==> config.mk <==
export PLATFORM = sky130hd
export DESIGN_NAME = seq_detect_controller
export DESIGN_NICKNAME = d
export VERILOG_FILES = /design/src/rtl/seq_ctrl_pkg.sv /design/src/rtl/seq_match_window.sv /design/src/rtl/seq_detect_controller.sv
export SDC_FILE = /design/constraint.sdc
export NUM_CORES = 1
export LEC_CHECK = 0
export BUFFER_PORTS_ARGS = -buffer_cell sky130_fd_sc_hd__buf_2
export CAP_MARGIN = 30
export CORE_UTILIZATION = 45
export DETAILED_ROUTE_END_ITERATION = 16
export MAX_ROUTING_LAYER = met4
export PLACE_DENSITY = 0.73
export SYNTH_ARGS = -nofsm -noshare
export SYNTH_HDL_FRONTEND = slang
export SYNTH_SLANG_ARGS = --single-unit
==> constraint.sdc <==
create_clock -name clk -period 3.5 [get_ports clk]
set_input_delay 0.175 -clock clk [delete_from_list [all_inputs] [get_ports clk]]
set_output_delay 0.175 -clock clk [all_outputs]
set_load 0.1 [all_outputs]
==> src/rtl/seq_ctrl_pkg.sv <==
// Shared types and default sizing for the serial pattern-detect controller.
// No logic; imported by seq_match_window and seq_detect_controller.
// Optional match interrupt is selected by SEQ_CTRL_MATCH_IRQ_EN in the top.
package seq_ctrl_pkg;

    localparam int WORD_W_DEF = 8;
    localparam int PAT_W_DEF  = 5;
    localparam int CNT_W_DEF  = 8;

    typedef enum logic [1:0] {
        IDLE   = 2'd0,
        SHIFT  = 2'd1,
        REPORT = 2'd2
    } state_t;

endpackage

==> src/rtl/seq_match_window.sv <==
// Overlapping match window: bit history, bits-seen counter and masked compare.
// Latency: match registered one cycle after the completing bit; match_nxt is the same-cycle view.
// Backpressure: none, consumes a bit whenever in_vld is high.
module seq_match_window
    import seq_ctrl_pkg::*;
#(
    parameter int PAT_W = PAT_W_DEF
) (
    input  logic                       clk,
    input  logic                       rst_n,
    input  logic                       in_bit,
    input  logic                       in_vld,
    input  logic                       clear,
    input  logic [PAT_W-1:0]           pattern,
    input  logic [$clog2(PAT_W+1)-1:0] len,
    output logic                       match,
    output logic                       match_nxt
);

    localparam int LEN_W = $clog2(PAT_W+1);

    logic [PAT_W-1:0] hist_q, hist_d;
    logic [PAT_W-1:0] mask;
    logic [LEN_W-1:0] seen_q, seen_d;
    logic             match_q;

    always_comb begin
        hist_d    = hist_q;
        seen_d    = seen_q;
        if (clear) begin
            hist_d = '0;
            seen_d = '0;
        end else if (in_vld) begin
            hist_d = PAT_W'({hist_q, in_bit});
            if (seen_q != LEN_W'(PAT_W))
                seen_d = seen_q + 1'b1;
        end
        // len == PAT_W shifts every bit out, giving a full mask
        mask      = ~({PAT_W{1'b1}} << len);
        match_nxt = in_vld && !clear
                    && (((hist_d ^ pattern) & mask) == '0)
                    && (seen_d >= len);
    end

    always_ff @(posedge clk or negedge rst_n) begin
        if (!rst_n) begin
            hist_q  <= '0;
            seen_q  <= '0;
            match_q <= 1'b0;
        end else begin
            hist_q  <= hist_d;
            seen_q  <= seen_d;
            match_q <= match_nxt;
        end
    end

    assign match = match_q;

endmodule

==> src/rtl/seq_detect_controller.sv <==
// Frame controller: serializes words MSB-first into the match window, counts matches, reports per frame.
// Latency: WORD_W+1 cycles from word accept until in_ready returns; result valid the edge after the last bit.
// Backpressure: in_ready only in IDLE; REPORT holds until res_ready. SEQ_CTRL_MATCH_IRQ_EN adds irq/irq_clr.
module seq_detect_controller
    import seq_ctrl_pkg::*;
#(
    parameter int WORD_W = WORD_W_DEF,
    parameter int PAT_W  = PAT_W_DEF,
    parameter int CNT_W  = CNT_W_DEF
) (
    input  logic                       clk,
    input  logic                       rst_n,
    input  logic                       cfg_we,
    input  logic [PAT_W-1:0]           cfg_pattern,
    input  logic [$clog2(PAT_W+1)-1:0] cfg_len,
    input  logic                       in_valid,
    output logic                       in_ready,
    input  logic [WORD_W-1:0]          in_data,
    input  logic                       in_last,
    output logic                       serial_bit,
    output logic                       serial_valid,
    output logic                       match_pulse,
    output logic                       res_valid,
    input  logic                       res_ready,
    output logic [CNT_W-1:0]           res_count,
    output logic                       res_saturated,
`ifdef SEQ_CTRL_MATCH_IRQ_EN
    input  logic                       irq_clr,
    output logic                       irq,
`endif
    output logic                       busy
);

    localparam int LEN_W = $clog2(PAT_W+1);
    localparam int BC_W  = (WORD_W > 1) ? $clog2(WORD_W) : 1;

    state_t            state_q, state_d;
    logic [WORD_W-1:0] sreg_q, sreg_d;
    logic [BC_W-1:0]   bitcnt_q, bitcnt_d;
    logic              last_q, last_d;
    logic              open_q, open_d;
    logic [PAT_W-1:0]  pattern_q, pattern_d;
    logic [LEN_W-1:0]  len_q, len_d;
    logic [CNT_W-1:0]  count_q, count_d;
    logic              sat_q, sat_d;
    logic              win_clear;
    logic              match_nxt;

    always_comb begin
        state_d   = state_q;
        sreg_d    = sreg_q;
        bitcnt_d  = bitcnt_q;
        last_d    = last_q;
        open_d    = open_q;
        pattern_d = pattern_q;
        len_d     = len_q;
        count_d   = count_q;
        sat_d     = sat_q;
        win_clear = 1'b0;

        // A write in the accept cycle lands before the word's first bit is shifted
        if (cfg_we && state_q == IDLE && !open_q) begin
            pattern_d = cfg_pattern;
            if (cfg_len == '0)
                len_d = LEN_W'(1);
            else if (cfg_len > LEN_W'(PAT_W))
                len_d = LEN_W'(PAT_W);
            else
                len_d = cfg_len;
        end

        case (state_q)
            IDLE: begin
                if (in_valid) begin
                    sreg_d   = in_data;
                    bitcnt_d = BC_W'(WORD_W-1);
                    last_d   = in_last;
                    open_d   = 1'b1;
                    state_d  = SHIFT;
                end
            end
            SHIFT: begin
                sreg_d   = sreg_q << 1;
                bitcnt_d = bitcnt_q - 1'b1;
                if (bitcnt_q == '0)
                    state_d = last_q ? REPORT : IDLE;
            end
            REPORT: begin
                if (res_ready) begin
                    count_d   = '0;
                    sat_d     = 1'b0;
                    open_d    = 1'b0;
                    win_clear = 1'b1;
                    state_d   = IDLE;
                end
            end
            default: state_d = IDLE;
        endcase

        if (match_nxt) begin
            if (count_q == '1)
                sat_d = 1'b1;
            else
                count_d = count_q + 1'b1;
        end
    end

    always_ff @(posedge clk or negedge rst_n) begin
        if (!rst_n) begin
            state_q   <= IDLE;
            sreg_q    <= '0;
            bitcnt_q  <= '0;
            last_q    <= 1'b0;
            open_q    <= 1'b0;
            pattern_q <= '1;
            len_q     <= LEN_W'(PAT_W);
            count_q   <= '0;
            sat_q     <= 1'b0;
        end else begin
            state_q   <= state_d;
            sreg_q    <= sreg_d;
            bitcnt_q  <= bitcnt_d;
            last_q    <= last_d;
            open_q    <= open_d;
            pattern_q <= pattern_d;
            len_q     <= len_d;
            count_q   <= count_d;
            sat_q     <= sat_d;
        end
    end

    seq_match_window #(
        .PAT_W (PAT_W)
    ) u_window (
        .clk       (clk),
        .rst_n     (rst_n),
        .in_bit    (sreg_q[WORD_W-1]),
        .in_vld    (state_q == SHIFT),
        .clear     (win_clear),
        .pattern   (pattern_q),
        .len       (len_q),
        .match     (match_pulse),
        .match_nxt (match_nxt)
    );

    assign in_ready      = (state_q == IDLE);
    assign serial_valid  = (state_q == SHIFT);
    assign serial_bit    = (state_q == SHIFT) & sreg_q[WORD_W-1];
    assign res_valid     = (state_q == REPORT);
    assign res_count     = count_q;
    assign res_saturated = sat_q;
    assign busy          = (state_q != IDLE) || open_q;

`ifdef SEQ_CTRL_MATCH_IRQ_EN
    logic irq_q, irq_d;

    always_comb begin
        irq_d = match_pulse | (irq_q & ~irq_clr);
    end

    always_ff @(posedge clk or negedge rst_n) begin
        if (!rst_n)
            irq_q <= 1'b0;
        else
            irq_q <= irq_d;
    end

    assign irq = irq_q;
`endif

endmodule

Word-level counts from Yosys, hierarchy flattened:

Cells that the tools add are included.

* $add $sub $neg: 3
* magnitude comparators: 2
* equal/unequal tests: 7
* shifts and indexed selects: 1
* muxes and demuxes: 29
* bitwise logic cells: 4
* reductions and logical operators: 19

Operators by type and width (number)
* $mux W8: 5
* $mux W3: 6
* $pmux W8 S2: 1
* $mux W5: 2
* $add A8 B1 Y8 const B: 1
* $eq A8 B8 Y1 const B: 1
* $mux W1: 8
* $mux W2: 4
* $logic_not A3 Y1: 2
* $pmux W2 S3: 1
* $pmux W3 S2: 1
* $reduce_and A3 Y1: 2
* $reduce_bool A2 Y1: 3
* $and A5 B5 Y5: 1
* $logic_and A1 B1 Y1: 5
* $logic_not A5 Y1: 1
* $not A5 Y5: 1
* $shl A5 B3 Y5 const A: 1
* $xor A5 B5 Y5: 1
* $ne A2 B2 Y1 const B: 2
* $reduce_and A2 Y1: 2
* $add A3 B1 Y3 const B: 1
* $ge A3 B3 Y1: 1
* $gt A3 B3 Y1 const B: 1
* other kinds (10): 11

* flip-flop bits (word level): 41
* bits of input ports: 22
* output and inout port bits: 15
* word-level logic and storage cells: 77

Longest topological paths before layout:

* depth in word-level cells: 9
* mapped depth: 15
* gate-level depth less buffers: 13

Cells and area by module:

A second synthesis with hierarchy kept.

* cell total of the unflattened synthesis: 198
* area, all modules: 2097.0 um2

By module, submodules not included
* seq_detect_controller: times used 1, cells each 140, area an instance 1507.7 um2, sequential area each 809.5 um2
* seq_match_window: times used 1, cells each 58, area an instance 589.3 um2, sequential area each 225.2 um2

Worst setup path before layout:

OpenSTA, ideal clock, no wires.

* kind: register to register
* start: register state_q[1]
* end: register count_q[5] (netlist: res_count[5])
* library setup time: 0.126 ns
* arrival: 4.196 ns
* data required time: 3.374 ns
* setup slack: -0.822 ns
* stages on the path, launching flop included: 14
* buffers on the path: 3
* clock period less this slack: 4.322 ns
* cell sequence: dfrtp_1 -> clkbuf_1 -> nor2b_1 -> and2_1 -> clkbuf_1 -> a211oi_1 -> ha_1 -> a21o_1 -> a21oi_1 -> or4_4 -> a211oi_4 -> buf_4 -> nor2_1 -> a311o_1

* elaborated cells on any way between the ends: 18
* classes of those cells: order compare: 1; eq/ne: 2; mux: 8; bitwise: 2; reduce/logical: 5

RTL lines
* start: declaration: RTL line seq_detect_controller.sv:37 `state_t state_q, state_d;`
* start signal: assignment: RTL line seq_detect_controller.sv:120 `state_q <= state_d;`
* $eq A2 B2 Y1
* named net res_valid: RTL line seq_detect_controller.sv:23 `output logic res_valid,`
* $mux W1: RTL line seq_detect_controller.sv:72 `case (state_q)`
* $mux W3: RTL line seq_match_window.sv:30 `if (clear) begin`
* named net u_window.seen_d[1]: RTL line seq_match_window.sv:24 `logic [LEN_W-1:0] seen_q, seen_d;`
* $ge A3 B3 Y1: RTL line seq_match_window.sv:42 `&& (seen_d >= len);`
* $logic_and A1 B1 Y1: RTL line seq_match_window.sv:42
* named net match_nxt: RTL line seq_detect_controller.sv:47 `logic match_nxt;`
* $mux W8: RTL line seq_detect_controller.sv:100 `if (match_nxt) begin`
* named net count_d[5]: RTL line seq_detect_controller.sv:44 `logic [CNT_W-1:0] count_q, count_d;`
* end signal: assignment: RTL line seq_detect_controller.sv:127 `count_q <= count_d;`
* end: declaration: RTL line seq_detect_controller.sv:44

The timed path passes the listed nets, and every way through them passes these cells.
A chain may end at the register's enable or synchronous reset.

Final worst setup path:

* start: register state_q[0]
* end: register count_q[7] (netlist: res_count[7])

* longest elaborated chain between the ends: 9
* elaborated cells on any way between the ends: 18
* classes of those cells: order compare: 1; eq/ne: 2; mux: 8; bitwise: 2; reduce/logical: 5

RTL lines
* $eq A2 B1 Y1 or $eq A2 B2 Y1 (tied branches): RTL line seq_detect_controller.sv:138, seq_detect_controller.sv:72
* $mux W5 or $mux W1 (tied branches): RTL line seq_match_window.sv:33, seq_detect_controller.sv:72
* $mux W5: RTL line seq_match_window.sv:30
* $xor A5 B5 Y5: RTL line seq_match_window.sv:41 `&& (((hist_d ^ pattern) & mask) == '0)`
* $and A5 B5 Y5: RTL line seq_match_window.sv:41
* $logic_not A5 Y1: RTL line seq_match_window.sv:41
* $logic_and A1 B1 Y1: RTL line seq_match_window.sv:41
* $logic_and A1 B1 Y1: RTL line seq_match_window.sv:42
* $mux W8 *: RTL line seq_detect_controller.sv:100
* named net count_d[7]: RTL line seq_detect_controller.sv:44

Mark *: on every way through the listed nets, which the timed path passes. The rest lies on a longest branch.

==> run_summary.xml <==
<?xml version="1.0" encoding="UTF-8"?>
<metrics>
  <group name="global_route">
    <metric name="grt_first_pass_wirelength" unit="mm">8.100</metric>
    <metric name="antenna_violations_before_repair" unit="">0</metric>
    <metric name="gr-usage-all-layers" unit="%">20.51</metric>
    <metric name="grt_max_degree" unit="">42</metric>
    <metric name="globalRoute.totalOverflow" unit="">0</metric>
    <metric name="grt_pass1_vias" unit="">1759</metric>
  </group>
  <group name="worst_setup_path">
    <metric name="timing.critical_path.depth" unit="">13</metric>
    <metric name="r2r_end" unit="">res_count[7]$_DFF_PN0_</metric>
    <metric name="worst_path_most_repeated_cell" unit="">a21oi_1</metric>
    <metric name="worstPathCellList" unit="">nand2b_2 &gt; a21oi_1 &gt; xnor2_1 &gt; or2_2 &gt; ha_1 &gt; nand2b_1 &gt; a21o_1 &gt; a21oi_1 &gt; or4_4 &gt; a211oi_4 &gt; buf_4 &gt; mux2i_1 &gt; a221o_1</metric>
    <metric name="setup.worst_path.end" unit="">res_count[7]$_DFF_PN0_</metric>
    <metric name="ff2ff_path_depth" unit="">13</metric>
    <metric name="worst_ep_arrival_time" unit="ns">3.38</metric>
    <metric name="critical_path.top_delay_family" unit="">compound AO/OA/AOI/OAI gates</metric>
    <metric name="regToRegSetupSlack" unit="ns">0.32</metric>
    <metric name="timing.critical_path.from_type" unit="">flop</metric>
    <metric name="r2r-start" unit="">state_q[0]$_DFFE_PN0P_</metric>
    <metric name="critical_path.slowest_cell" unit="">dfrtp_1</metric>
    <metric name="critical_path.startpoint" unit="">state_q[0]$_DFFE_PN0P_</metric>
    <metric name="critical_path.max_stage_delay" unit="ns">0.57</metric>
    <metric name="crit_path_end_kind" unit="">flop</metric>
    <metric name="critPathKind" unit="">flop to flop</metric>
    <metric name="cp_num_buf_inv" unit="">1</metric>
    <metric name="worst_endpoint_required_time" unit="ns">3.69</metric>
    <metric name="critPathMaxFanout" unit="">10</metric>
  </group>
  <group name="placed_design">
    <metric name="gpl.final_weighted_congestion" unit="">0.9128</metric>
    <metric name="io_buffers" unit="">36</metric>
    <metric name="place.detailed.instances" unit="">345</metric>
    <metric name="dp_hpwl" unit="mm">3.353</metric>
  </group>
  <group name="logic_synthesis">
    <metric name="post_synthesis_compound_gate_area_fraction" unit="%">17.75</metric>
    <metric name="netlist.area_leader.share" unit="%">37.49</metric>
    <metric name="post_synth_fa_ha_maj_area_fraction" unit="%">4.410</metric>
    <metric name="count_of_mapped_cells_out_of_synthesis" unit="">250</metric>
    <metric name="postSynthNetCount" unit="">280</metric>
    <metric name="ys.warnings.count" unit="">0</metric>
    <metric name="synth-simple-area-share" unit="%">23.04</metric>
    <metric name="synth_sequential_area_ratio" unit="%">45.59</metric>
    <metric name="mappedNetlistArea" unit="µm²">2270</metric>
    <metric name="post_synth_main_area_contributors" unit="">dfrtp_1 37%, dfstp_2 8.1%, nand2_1 6.3%</metric>
    <metric name="synth-edff-count" unit="">0</metric>
    <metric name="ys_ff_latch" unit="">41</metric>
    <metric name="synth-main-ff-cell" unit="">dfrtp_1</metric>
    <metric name="per_instance_average_area_after_synthesis" unit="µm²">9.079</metric>
    <metric name="asyncSetResetFlopFracSynth" unit="%">100.0</metric>
    <metric name="synth_top_family_by_area" unit="">simple AND/OR/NAND/NOR gates</metric>
    <metric name="yosys.cell_types.count" unit="">55</metric>
    <metric name="post-synth-top-area-cell" unit="">dfrtp_1</metric>
    <metric name="synth-xor-area-share" unit="%">0.7718</metric>
    <metric name="synth_mux_area_share" unit="%">3.308</metric>
  </group>
  <group name="clocking">
    <metric name="insertion_delay" unit="ns">0.30</metric>
    <metric name="ctsResizeCount" unit="">0</metric>
    <metric name="htree_num_levels" unit="">2</metric>
    <metric name="cts_num_sinks" unit="">41</metric>
    <metric name="cts_inserted_buffers" unit="">5</metric>
    <metric name="cts-root-to-sink-buffers" unit="">2</metric>
    <metric name="cts.clk_slew.worst_paths" unit="ns">0.08</metric>
    <metric name="ctsRootBufferMaster" unit="">clkbuf_8</metric>
    <metric name="tritoncts" unit="">built</metric>
  </group>
  <group name="drt">
    <metric name="drt_iter0_markers" unit="">109</metric>
    <metric name="avgRoutedWirePerCell" unit="µm">13.44</metric>
    <metric name="drt_pre_antenna_iters" unit="">4</metric>
    <metric name="finalWirelength" unit="mm">4.786</metric>
    <metric name="num_vias" unit="">1909</metric>
    <metric name="drt-vias-per-instance" unit="">5.362</metric>
    <metric name="postRouteAntennaNets" unit="">0</metric>
    <metric name="drt_drc_violations_left" unit="">0</metric>
  </group>
  <group name="finish">
    <metric name="layout_overhead_on_the_synthesized_area" unit="%">16.65</metric>
    <metric name="antennaDiodeCount" unit="">0</metric>
    <metric name="drive_above_1_share" unit="%">24.57</metric>
    <metric name="instances_no_fill" unit="">356</metric>
    <metric name="design.final.nets" unit="">318</metric>
    <metric name="final.fill_count" unit="">423</metric>
  </group>
  <group name="pwr">
    <metric name="leakage" unit="nW">1.214</metric>
    <metric name="intPower" unit="mW">1.470</metric>
    <metric name="sw_frac_of_total" unit="%">48.33</metric>
    <metric name="p_seq_share" unit="%">31.9</metric>
    <metric name="worst_ir_drop_vdd" unit="V">0.0009105</metric>
    <metric name="power_switching" unit="mW">1.375</metric>
    <metric name="combPwrFrac" unit="%">53.7</metric>
    <metric name="power_density_over_the_cells" unit="nW/µm²">1074</metric>
    <metric name="clock_power_share" unit="%">14.4</metric>
  </group>
  <group name="timing">
    <metric name="setup_violating_endpoint_count_in_the_final_report" unit="">0</metric>
    <metric name="slew_violations" unit="">0</metric>
    <metric name="slew_headroom" unit="%">38.37</metric>
    <metric name="timing.clock.skew" unit="ns">0.006380</metric>
    <metric name="max_slew.worst_pin.slew" unit="ns">0.9244</metric>
    <metric name="hold_viol" unit="">0</metric>
    <metric name="setup_total_negative_slack" unit="ns">0</metric>
    <metric name="unrepaired_setup_endpoints_after_global_routing" unit="">false</metric>
    <metric name="min_period_over_period" unit="%">90.98</metric>
    <metric name="max_freq" unit="MHz">314.1</metric>
    <metric name="final.min_clock_period" unit="ns">3.184</metric>
  </group>
  <group name="floorplanning">
    <metric name="initial_core_util" unit="%">47.42</metric>
    <metric name="floorplan.die.height" unit="µm">73.02</metric>
    <metric name="core-area" unit="µm²">4786</metric>
    <metric name="placement_rows" unit="">25</metric>
    <metric name="num_io_pins" unit="">37</metric>
    <metric name="floorplan.die.width" unit="µm">73.02</metric>
    <metric name="floorplan.die_area" unit="µm²">5332</metric>
  </group>
  <group name="worst_hold_path">
    <metric name="hold_path.class" unit="">input port to async pin</metric>
  </group>
  <group name="flow_run">
    <metric name="maxCapViolCount" unit="">0</metric>
  </group>
  <group name="status">
    <metric name="run_status" unit="">complete, no violations</metric>
  </group>
</metrics>
metal layers:
metal / wire (µm) / vias up / GRT usage, %
met5: 0 / - / -
met4: 95 / 0 / 8.497
met3: 256 / 11 / 4.144
met2: 2222 / 62 / 31.48
met1: 2212 / 886 / 26.44
li1: - / 950 / -
logic make-up (layout without fill, tap and decap cells):
kind of cell / count (synthesis) / count (layout)
muxes: 7 / 7
DFF: 41 / 41
xor gates and xnor gates: 2 / 2
buffers and inverters: 26 / 65
adders and majority gates: 8 / 8
AOI/OAI and AO/OA: 58 / 58
and+or+nand+nor: 108 / 108
cell type report:
cell class / instances / area (µm²) / area share, %
repair buffers: 42 / 225.2 / 8.507
clock inverters: 2 / 37.54 / 1.418
multi-input cells: 183 / 1126 / 42.53
clock buffers: 6 / 82.58 / 3.119
inverters: 15 / 57.56 / 2.174
well taps: 67 / 83.83 / 3.166
flip-flops and latches: 41 / 1035 / 39.08
cells in the mapped netlist, types with 2 or more instances:
| cell | number |
|---|---|
| nand4_1 | 2 |
| nand2_1 | 38 |
| nand2b_1 | 3 |
| dfstp_2 | 7 |
| a21o_1 | 2 |
| nor3_1 | 6 |
| o22ai_1 | 3 |
| and2_1 | 7 |
| mux2i_1 | 3 |
| or3_1 | 2 |
| a21boi_0 | 3 |
| or2_2 | 2 |
| inv_1 | 14 |
| o21ai_0 | 18 |
| nor2_1 | 25 |
| a31oi_1 | 7 |
| mux2_2 | 4 |
| nand3_1 | 10 |
| a21oi_1 | 7 |
| nor2b_1 | 3 |
| buf_6 | 2 |
| dfrtp_1 | 34 |
| clkbuf_1 | 7 |
| ha_1 | 8 |
| a22o_1 | 2 |
| xnor2_1 | 2 |
cells in the final DEF (no fill, tap or decap), types with 7 or more instances in the layout:
cell | netlist | final
dfrtp_1 | 34 | 34
buf_2 | 0 | 36
ha_1 | 8 | 8
nand3_1 | 10 | 10
o21ai_0 | 18 | 18
a21oi_1 | 7 | 7
dfstp_2 | 7 | 7
a31oi_1 | 7 | 7
nand2_1 | 38 | 38
nor2_1 | 25 | 25
and2_1 | 7 | 7
inv_1 | 14 | 14
power by group through the flow:
stage	clock, mW	combinational, mW	sequential [mW]
after floorplan	0	1.05	1.07
after global placement	0	1.47	0.903
after detailed placement	0	1.50	0.909
after CTS	0.413	1.50	0.905
after global routing	0.431	1.68	0.938
final	0.409	1.53	0.907
sequential cells by signal, indices dropped and copies added, names as in the netlist:
signal and cells:
len_q 3, pattern_q 5, open_q 1, last_q 1, res_count 8, sreg_q 8
state_q 2, u_window.hist_q 5, u_window.seen_q 3, res_saturated 1, u_window.match 1, bitcnt_q 3
repair_timing:
| item | 4_1_cts | 5_1_grt |
|---|---|---|
| setup endpoints to repair | 0 | 1 |
| setup buffers | 0 | 3 |
| hold buffers | 0 | 0 |
stage by stage:
stage / area (µm²) / power [mW] / setup slack [ns] / util (%) / hold WS, ns
6_report: 2648 / 2.844 / 0.3158 / 55.32 / 0.004316
5_1_grt: 2648 / 3.045 / 0.1455 / 55.32 / 0.04962
4_1_cts: 2625 / 2.817 / 0.1598 / 54.85 / 0.03978
3_5_place_dp: 2505 / 2.405 / 0.1630 / 52.34 / 0.3648
3_3_place_gp: 2505 / 2.368 / 0.2833 / 52.34 / 0.3649
2_1_floorplan: 2278 / 2.128 / 0.1020 / - / -0.1206
worst min path at each step:
stage / from / end / slack, ns
after floorplan: rst_n / bitcnt_q[0]$_DFFE_PN0P_ / -0.12
after global placement: in_data[0] / sreg_q[0]$_DFFE_PN0P_ / 0.36
after detailed placement: rst_n / u_window.hist_q[0]$_DFF_PN0_ / 0.36
after CTS: rst_n / res_count[7]$_DFF_PN0_ / 0.04
after global routing: in_data[0] / sreg_q[0]$_DFFE_PN0P_ / 0.05
final: rst_n / u_window.hist_q[3]$_DFF_PN0_ / 0.004
Power figures use the tool's default switching activity.
